## src/rtl/proc_trace_buffer_pkg.sv

```systemverilog
// Shared types and widths for the processor trace buffer: one trace record per
// executed instruction, packed as {PC, IR, ALU}.
package proc_trace_pkg;

    localparam int PC_W    = 7;
    localparam int IR_W    = 16;
    localparam int ALU_W   = 16;
    localparam int STATE_W = 4;
    localparam int TRACE_W = PC_W + IR_W + ALU_W;

    typedef struct packed {
        logic [PC_W-1:0]  pc;
        logic [IR_W-1:0]  ir;
        logic [ALU_W-1:0] alu;
    } trace_rec_t;

    function automatic trace_rec_t make_rec(input logic [PC_W-1:0]  pc,
                                            input logic [IR_W-1:0]  ir,
                                            input logic [ALU_W-1:0] alu);
        trace_rec_t rec;
        rec.pc  = pc;
        rec.ir  = ir;
        rec.alu = alu;
        return rec;
    endfunction

endpackage

```

## src/rtl/proc_trace_buffer_mem.sv

```systemverilog
// Trace record storage: register array with one synchronous write port and one
// asynchronous read port; contents are not reset.
module trace_mem
    import proc_trace_pkg::*;
#(
    parameter int unsigned DEPTH = 16,
    parameter int unsigned AW    = $clog2(DEPTH)
) (
    input  logic               clk_i,
    input  logic               we_i,
    input  logic [AW-1:0]      waddr_i,
    input  trace_rec_t         wdata_i,
    input  logic [AW-1:0]      raddr_i,
    output trace_rec_t         rdata_o
);

    trace_rec_t mem_q [DEPTH];

    // Storage write; only entries between rd_ptr and wr_ptr are ever observed.
    always_ff @(posedge clk_i) begin
        if (we_i) begin
            mem_q[waddr_i] <= wdata_i;
        end
    end

    assign rdata_o = mem_q[raddr_i];

endmodule

```

## src/rtl/proc_trace_buffer.sv

```systemverilog
// Trace buffer top: detects entry into the capture state, logs {PC, IR, ALU} into a
// circular buffer and presents the oldest record on a first-word-fall-through read port.
module proc_trace_buffer
    import proc_trace_pkg::*;
#(
    parameter int unsigned        DEPTH        = 16,
    parameter logic [STATE_W-1:0] CAP_STATE    = 4'd1,
    parameter bit                 STOP_ON_FULL = 1'b1
) (
    input  logic                         Clk,
    input  logic                         Reset,
    input  logic                         Enable,
    input  logic                         Clear,
    input  logic [PC_W-1:0]              PC_In,
    input  logic [IR_W-1:0]              IR_In,
    input  logic [STATE_W-1:0]           State_In,
    input  logic [ALU_W-1:0]             ALU_In,
    input  logic                         Rd_Ready,
    output logic                         Rd_Valid,
    output logic [TRACE_W-1:0]           Rd_Data,
    output logic [$clog2(DEPTH+1)-1:0]   Count,
    output logic                         Empty,
    output logic                         Full,
    output logic                         Overflow
);

    localparam int unsigned AW = $clog2(DEPTH);
    localparam int unsigned CW = $clog2(DEPTH + 1);
    localparam logic [AW-1:0] PTR_ONE  = AW'(1);
    localparam logic [CW-1:0] CNT_ONE  = CW'(1);
    localparam logic [CW-1:0] CNT_FULL = CW'(DEPTH);

    logic [AW-1:0]      wr_ptr_q, wr_ptr_d;
    logic [AW-1:0]      rd_ptr_q, rd_ptr_d;
    logic [CW-1:0]      count_q, count_d;
    logic               ovf_q, ovf_d;
    logic [STATE_W-1:0] prev_state_q;

    logic       cap_s;
    logic       pop_s;
    logic       full_s;
    logic       empty_s;
    logic       we_s;
    trace_rec_t wdata_s;
    trace_rec_t rdata_s;

    assign full_s  = (count_q == CNT_FULL);
    assign empty_s = (count_q == {CW{1'b0}});
    assign cap_s   = Enable && (State_In == CAP_STATE) && (prev_state_q != CAP_STATE);
    assign pop_s   = !empty_s && Rd_Ready;
    assign wdata_s = make_rec(PC_In, IR_In, ALU_In);

    // Next-state logic: Clear beats everything; a full buffer either drops or overwrites.
    always_comb begin
        wr_ptr_d = wr_ptr_q;
        rd_ptr_d = rd_ptr_q;
        count_d  = count_q;
        ovf_d    = ovf_q;
        we_s     = 1'b0;
        if (Clear) begin
            wr_ptr_d = {AW{1'b0}};
            rd_ptr_d = {AW{1'b0}};
            count_d  = {CW{1'b0}};
            ovf_d    = 1'b0;
        end else begin
            if (cap_s && (!full_s || pop_s)) begin
                we_s     = 1'b1;
                wr_ptr_d = wr_ptr_q + PTR_ONE;
            end else if (cap_s) begin
                // Full with no pop: in overwrite mode the oldest record is retired.
                ovf_d = 1'b1;
                if (STOP_ON_FULL) begin
                    we_s = 1'b0;
                end else begin
                    we_s     = 1'b1;
                    wr_ptr_d = wr_ptr_q + PTR_ONE;
                    rd_ptr_d = rd_ptr_q + PTR_ONE;
                end
            end else begin
                we_s = 1'b0;
            end

            if (pop_s) begin
                rd_ptr_d = rd_ptr_q + PTR_ONE;
            end else begin
                rd_ptr_d = rd_ptr_d;
            end

            if (cap_s && !full_s && !pop_s) begin
                count_d = count_q + CNT_ONE;
            end else if (pop_s && !cap_s) begin
                count_d = count_q - CNT_ONE;
            end else begin
                count_d = count_q;
            end
        end
    end

    // State registers; prev_state tracks the processor FSM regardless of Enable.
    always_ff @(posedge Clk or posedge Reset) begin
        if (Reset) begin
            wr_ptr_q     <= {AW{1'b0}};
            rd_ptr_q     <= {AW{1'b0}};
            count_q      <= {CW{1'b0}};
            ovf_q        <= 1'b0;
            prev_state_q <= {STATE_W{1'b0}};
        end else begin
            wr_ptr_q     <= wr_ptr_d;
            rd_ptr_q     <= rd_ptr_d;
            count_q      <= count_d;
            ovf_q        <= ovf_d;
            prev_state_q <= State_In;
        end
    end

    trace_mem #(
        .DEPTH (DEPTH),
        .AW    (AW)
    ) u_mem (
        .clk_i   (Clk),
        .we_i    (we_s),
        .waddr_i (wr_ptr_q),
        .wdata_i (wdata_s),
        .raddr_i (rd_ptr_q),
        .rdata_o (rdata_s)
    );

    assign Rd_Valid = !empty_s;
    assign Rd_Data  = rdata_s;
    assign Count    = count_q;
    assign Empty    = empty_s;
    assign Full     = full_s;
    assign Overflow = ovf_q;

endmodule
```

## config.mk

```make
export PLATFORM = sky130hd
export DESIGN_NAME = proc_trace_buffer
export DESIGN_NICKNAME = d
export VERILOG_FILES = /design/src/rtl/proc_trace_buffer_pkg.sv /design/src/rtl/proc_trace_buffer_mem.sv /design/src/rtl/proc_trace_buffer.sv
export SDC_FILE = /design/constraint.sdc
export NUM_CORES = 1
export LEC_CHECK = 0
export BUFFER_PORTS_ARGS = -buffer_cell sky130_fd_sc_hd__buf_2
export CAP_MARGIN = 20
export CORE_ASPECT_RATIO = 2
export CORE_MARGIN = 2
export CORE_UTILIZATION = 58
export CTS_CLUSTER_SIZE = 10
export DETAILED_ROUTE_END_ITERATION = 10
export GPL_TIMING_DRIVEN = 0
export PLACE_DENSITY = 0.8
export SLEW_MARGIN = 20
export SYNTH_ARGS = -nofsm -noshare
export SYNTH_HDL_FRONTEND = slang
export SYNTH_HIERARCHICAL = 1
export SYNTH_SLANG_ARGS = --single-unit
```

## constraint.sdc

```tcl
create_clock -name Clk -period 8.4 [get_ports Clk]
set_input_delay 0.42 -clock Clk [delete_from_list [all_inputs] [get_ports Clk]]
set_output_delay 0.42 -clock Clk [all_outputs]
set_load 0.005 [all_outputs]
```

==> out/results.txt, run 1 <==
Post-DP Area = 26,500 um2
Peak Freq = 246 MHz
Die width = 149 um
Ys async rst share = 2.80%
Final wirelength = 59,700 um
Leakage power = 9.17 nW
Drt wl/cell = 32.3 um
Vias in the first global route = 13,300
Syn nets = 1,120
Max-Cap Viols = 0
Post-CTS setup buffers = 0
Post-layout minimum cycle time = 4.07 ns
RSZ-0062 raised after global routing = false
Final Max Slew Viols = 0
Number of remaining DRC errors = 0
Yosys cell types = 42
Worst-margin pin slew = 0.977 ns
Max FO, Critical Path = 10
Data arrival, critical path = 4.35 ns
Longest Clk Path Bufs = 3
Port Buffers = 94
Net load switching power = 1.82 mW
Hold slack final = 0.0965 ns
Avg Inst Size Synth = 22.9 um2
Primary FF master, synth = edfxtp_1
CTS root buffer = clkbuf_16
Nets = 1,343
Sequential share of the synthesized area = 78.6%
Ports = 96
Worst-path clk slew = 0.05 ns
CTS H-tree depth = 3
Sw Share = 23.8%
Clock Latency Late Sink = 0.59 ns
DP HPWL = 36,000 um
DRT antenna net count = 0
Sequence of cells on the critical path = dlygate4sd3_1 > buf_2 > nand4bb_1 > nor3_4 > o21ai_0 > nor2_1 > or3b_2 > nor3_2 > buf_4 > buf_4 > buf_6
Critical path type = input pin to flip-flop
DIE HEIGHT = 294 um
Post-route setup TNS = 0 ns
Final period utilization = 48.4%
FF-to-FF setup slack = 4.64 ns
Initial Util = 58.6%
Sequential share of power = 46.4%
Post-synth EDFFs = 624
Netlist Area Pre-Place = 24,400 um2
Crit-path max cell delay = 0.61 ns
Endpoints failing hold = 0
Kind of start point of the critical path = input pin
Cell-internal power = 5.83 mW
CTS Buf Count = 74
Die footprint = 43,800 um2
CTS sink cnt = 642
Status = finished clean
Worst vdd ir = 0.186 mV
CP most frequent cell = buf_4
Initial antenna violation count = 5
1st-pass router iterations = 8
Largest net degree at the start of global routing = 21
Area growth from synthesis to layout = 17.0%
Remaining Overflow, GRT = 0
Worst endpoint required time = 8.68 ns
Finished Cell Area = 28,600 um2
Slew margin rel. = 34.9%
Combinational power share = 16.8%
Setup crit end kind = flip-flop
Min-delay worst type = input pin to flip-flop
RePlAce Congestion = 0.729
Worst Skew = 0.0199 ns
Clock power frac = 36.8%
Number of DRC markers in iteration 0 = 1,624
Drt via density = 6.77
CTS tree = built
Cells after Synth = 1,065
Ys Warns = 6
PwrDens = 268 nW/um2
First-pass GRT wire length = 87,400 um
Seq cells post-synth = 642
CP max stage cell = nor3_2
Final setup viols = 0
Core Area = 41,600 um2
Layout cell share with drive strength beyond 1 = 32.4%
Row cnt = 106
Tot GR Track Use = 28.4%
Vias = 12,500
==> state kept, by name, summed over array words and instances, names as in the netlist <==
name and cells:
u_mem/mem_q 624, Count 5, prev_state_q 4, rd_ptr_q 4, wr_ptr_q 4, Overflow 1
==> cells in the final DEF (no fill, tap or decap), types with 4 or more instances in the layout <==
cell,netlist,layout
edfxtp_1,624,624
mux4_2,156,156
buf_2,6,100
clkbuf_16,0,79
a22oi_1,78,78
nand2_1,44,44
clkbuf_1,22,35
buf_4,8,28
dfrtp_1,18,18
buf_16,0,16
nor2_1,26,14
nor2_4,0,12
buf_6,8,11
buf_1,9,9
buf_12,0,7
xor2_1,6,6
ha_1,6,6
a21o_1,5,5
dlygate4sd3_1,0,5
a21oi_1,4,4
nor3_2,0,4
==> synthesized netlist by cell type, types with 2 or more instances <==
cell type / n / area [um2]
mux2i_4: 2 / 45.0
xor2_1: 6 / 52.6
inv_1: 3 / 11.3
a21o_1: 5 / 37.5
dfrtp_1: 18 / 450
mux4_2: 156 / 3510
clkbuf_1: 22 / 82.6
a22oi_1: 78 / 586
ha_1: 6 / 75.1
buf_2: 6 / 30.0
nand2_1: 44 / 165
nor3_1: 6 / 30.0
mux2i_1: 2 / 20.0
xnor2_1: 3 / 26.3
nand2b_1: 3 / 18.8
a21oi_1: 4 / 20.0
o211ai_1: 2 / 15.0
nand3_1: 2 / 10.0
buf_6: 8 / 90.1
nand3b_1: 3 / 22.5
nor2b_1: 2 / 12.5
edfxtp_1: 624 / 18700
nor2_1: 26 / 97.6
buf_4: 8 / 60.1
buf_1: 9 / 33.8
==> worst paths after layout <==
path | from | to | cells after the start
worst max-delay path | State_In[2] | u_mem/mem_q[0][8]$_DFFE_PP_ | 11
worst max register to register | prev_state_q[0]$_DFF_PP0_ | u_mem/mem_q[0][8]$_DFFE_PP_ | 9
worst min-delay path | Clear | Count[4]$_DFFE_PP0P_ | 2
max in group asynchronous | Reset | Count[2]$_DFFE_PP0P_ | 3
min in group asynchronous | Reset | Overflow$_DFFE_PP0P_ | 3
worst min register to register | Overflow$_DFFE_PP0P_ | Overflow$_DFFE_PP0P_ | 2
==> power groups by stage <==
stage               clock, mW  combinational, mW  sequential [mW]
floorplan                   0              0.886             3.61
global placement            0               1.22             3.61
detailed placement          0               1.27             3.62
CTS                      2.86               1.29             3.55
global route             2.96               1.36             3.55
finish                   2.82               1.28             3.55
==> per-stage QoR <==
stage / std cells / power, mW / setup slack, ns / utilization [%]
final: 1848 / 7.65 / 4.33 / 68.6
after floorplan: 1065 / 4.50 / 3.26 / -
after global routing: 1848 / 7.87 / 4.17 / 68.6
after CTS: 1847 / 7.70 / 4.36 / 68.6
after detailed placement: 1747 / 4.88 / 4.37 / 63.5
after global placement: 1699 / 4.84 / 0.0761 / 61.4
==> routing by layer <==
layer | wire length, um | track usage (%) | part of all wire (%)
met4 | 3100 | 13.5 | 5.2
met5 | 52 | 0 | 0.087
met1 | 19900 | 34.8 | 33
met2 | 31900 | 49.0 | 53
met3 | 4710 | 5.13 | 7.9
==> kinds of logic (layout without fill, tap and decap cells) <==
kind of cell    after synthesis  count (layout)  synth area share [%]
other cells                   0               1                     0
mux                         160             160                  14.7
compound gates               92              92                  2.81
flops                       642             642                  78.6
simple gates                 99              99                  1.94
xor+xnor                      9               9                 0.323
buf+inv                      56             298                  1.26
fa+ha+maj                     7               7                 0.390
==> repair_timing <==
action	CTS	global route
hold buffers	5	0
gates resized for setup	0	0
endpoints found under the hold margin	22	0
==> worst max-delay path, delay by kind of cell <==
| family | cells | cell delay, ns |
|---|---|---|
| AND/OR/NAND/NOR | 5 | 2.15 |
| buffers and inverters | 5 | 1.45 |
| AO/OA/AOI/OAI | 1 | 0.31 |
==> area by class of cell <==
type                       instances  area [um2]
inverter                           3        11.3
antenna                            1        2.50
sequential                       642       19200
fill                            2410       13100
tap                              540         676
multi-input combinational        367        5020
clock buffer                      92        2030
timing repair buffer             147        1320
buffer                            53         297
clock inverter                     3        21.3
Power figures use the tool's default switching activity.
==> run 2: changes to the inputs <==
==> constraint.sdc (replaced) <==
create_clock -name Clk -period 3.9 [get_ports Clk]
set_input_delay 0.195 -clock Clk [delete_from_list [all_inputs] [get_ports Clk]]
set_output_delay 0.195 -clock Clk [all_outputs]
set_load 0.005 [all_outputs]
==> out/results.txt, run 2 (synthesis results as in run 1) <==
Gates resized, CTS repair = 0
Peak Freq = 280 MHz
Worst vdd ir = 0.535 mV
Drt wl/cell = 31.6 um
DP HPWL = 35,100 um
Crit-path max cell delay = 0.68 ns
Initial antenna violation count = 1
Tot GR Track Use = 28.4%
DRT antenna net count = 0
Largest net degree at the start of global routing = 21
Max FO, Critical Path = 12
Post-route setup TNS = 0 ns
Min-delay worst type = input pin to flip-flop
Max-Cap Viols = 0
CP max stage cell = nor3_4
Filler cells = 2,377
PwrDens = 566 nW/um2
Worst-path clk slew = 0.05 ns
CTS sink cnt = 642
DIE HEIGHT = 294 um
Largest register FFs = 624
Final wirelength = 59,500 um
Post-layout minimum cycle time = 3.58 ns
Sw Share = 24.2%
Drt via density = 6.69
Final setup viols = 0
Worst endpoint required time = 4.18 ns
Remaining Overflow, GRT = 0
Row cnt = 106
RSZ-0062 raised after global routing = false
Combinational power share = 16.9%
Area growth from synthesis to layout = 19.1%
First-pass GRT wire length = 88,000 um
Number of DRC markers in iteration 0 = 1,479
Status = finished clean
Sequence of cells on the critical path = dlygate4sd3_1 > buf_2 > nand4bb_1 > nor3_4 > o21ai_0 > nor2_1 > nand3b_1 > nor3_4 > buf_16 > buf_8 > buf_8
Kind of start point of the critical path = input pin
Data arrival, critical path = 3.86 ns
Endpoints failing hold = 0
CTS tree = built
Leakage power = 9.31 nW
RePlAce Congestion = 0.764
Core Area = 41,600 um2
Vias = 12,600
Top Metal Used = met4
Port Buffers = 94
Slew margin rel. = 38.7%
Most frequent cells in the layout = edfxtp_1 (624), mux4_2 (156), buf_2 (100), a22oi_1 (78), clkbuf_16 (75)
1st-pass router iterations = 5
Buf/Inv on CP = 5
Final period utilization = 91.7%
CTS root buffer = clkbuf_16
Top Family by Delay on Critical Path = simple AND/OR/NAND/NOR gates
Met2 routed WL = 32,400 um
Final Max Slew Viols = 0
Worst Skew = 0.0125 ns
CTS H-tree depth = 3
Clock power frac = 36.6%
Commonest non-fill, non-tap cell in the layout = edfxtp_1
Hold slack final = 0.171 ns
Longest Clk Path Bufs = 3
DR WL met3 = 5200 um
Number of remaining DRC errors = 0
Net load switching power = 3.98 mW
Die width = 149 um
Sequential share of power = 46.5%
Nets = 1,377
CTS Buf Count = 74
Vias in the first global route = 13,500
Die footprint = 43,800 um2
Initial Util = 58.6%
Worst-margin pin slew = 0.920 ns
M1 WL = 19,300 um
Ports = 96
Critical path type = input pin to flip-flop
Setup crit end kind = flip-flop
Clock Latency Late Sink = 0.59 ns
Layout cell share with drive strength beyond 1 = 31.1%
Top reg by flops = u_mem/mem_q
Cell-internal power = 12.5 mW
## run 2: stage by stage
| stage | power (mW) | util [%] | setup WS, ns | cell area [um2] | cells |
|---|---|---|---|---|---|
| after floorplan | 9.69 | - | 0.0488 | 24400 | 1065 |
| after global placement | 10.4 | 61.4 | -2.10 | 25600 | 1699 |
| after detailed placement | 10.5 | 63.9 | 0.137 | 26600 | 1740 |
| after CTS | 16.6 | 69.8 | 0.133 | 29100 | 1884 |
| after global routing | 16.9 | 69.8 | 0.137 | 29100 | 1886 |
| final | 16.5 | 69.8 | 0.324 | 29100 | 1886 |
## run 2: final timing paths
kind                                                     end  cells past startpoint  slack (ns)                       from
worst min-delay path                    Overflow$_DFFE_PP0P_                      4        0.17                   Rd_Ready
worst min register to register          Overflow$_DFFE_PP0P_                      2        0.50       Overflow$_DFFE_PP0P_
max in group asynchronous          prev_state_q[0]$_DFF_PP0_                      3        3.11                      Reset
worst max-delay path            u_mem/mem_q[4][30]$_DFFE_PP_                     11        0.32                State_In[2]
worst max register to register  u_mem/mem_q[4][30]$_DFFE_PP_                      9        0.41  prev_state_q[0]$_DFF_PP0_
min in group asynchronous               Count[2]$_DFFE_PP0P_                      3        0.31                      Reset
## run 2: power groups by stage
stage          Sequential, mW  Combinational (mW)  Clock [mW]
5_1_grt                  7.65                2.97        6.32
3_5_place_dp             7.79                2.71           0
2_1_floorplan            7.78                1.91           0
3_3_place_gp             7.78                2.64           0
4_1_cts                  7.65                2.81        6.09
6_report                 7.66                2.78        6.02
## run 2: worst register-to-register path: stages, from the launching register on
cell	delay, ns
dfrtp_1	0.34
nor4b_1	0.16
nor3_4	0.38
o21ai_0	0.34
nor2_1	0.29
nand3b_1	0.36
nor3_4	0.68
buf_16	0.24
buf_8	0.19
buf_8	0.20
## run 2: what timing repair did
item                                    in CTS  in global routing
hold buffers                                45                  0
hold endpoints to repair                   644                  0
setup buffers                                0                  1
endpoints found under the setup margin       0                 11
## run 2: area by class of cell
type / count / area, um2 / area share [%]
buffer: 53 / 297 / 1.02
antenna: 1 / 2.50 / 0.00861
sequential: 642 / 19200 / 66.0
timing repair buffer: 181 / 1830 / 6.30
clock buffer: 93 / 1940 / 6.69
multi-input combinational: 367 / 5050 / 17.4
tap: 540 / 676 / 2.32
inverter: 3 / 11.3 / 0.0387
clock inverter: 6 / 78.8 / 0.271
## run 2: per-layer routing
metal  vias to the layer above  global-route usage, %
li1                       5028                      -
met1                      6573                   33.9
met2                       824                   49.7
met3                       200                   5.55
met4                         0                   13.1
met5                         -                      0
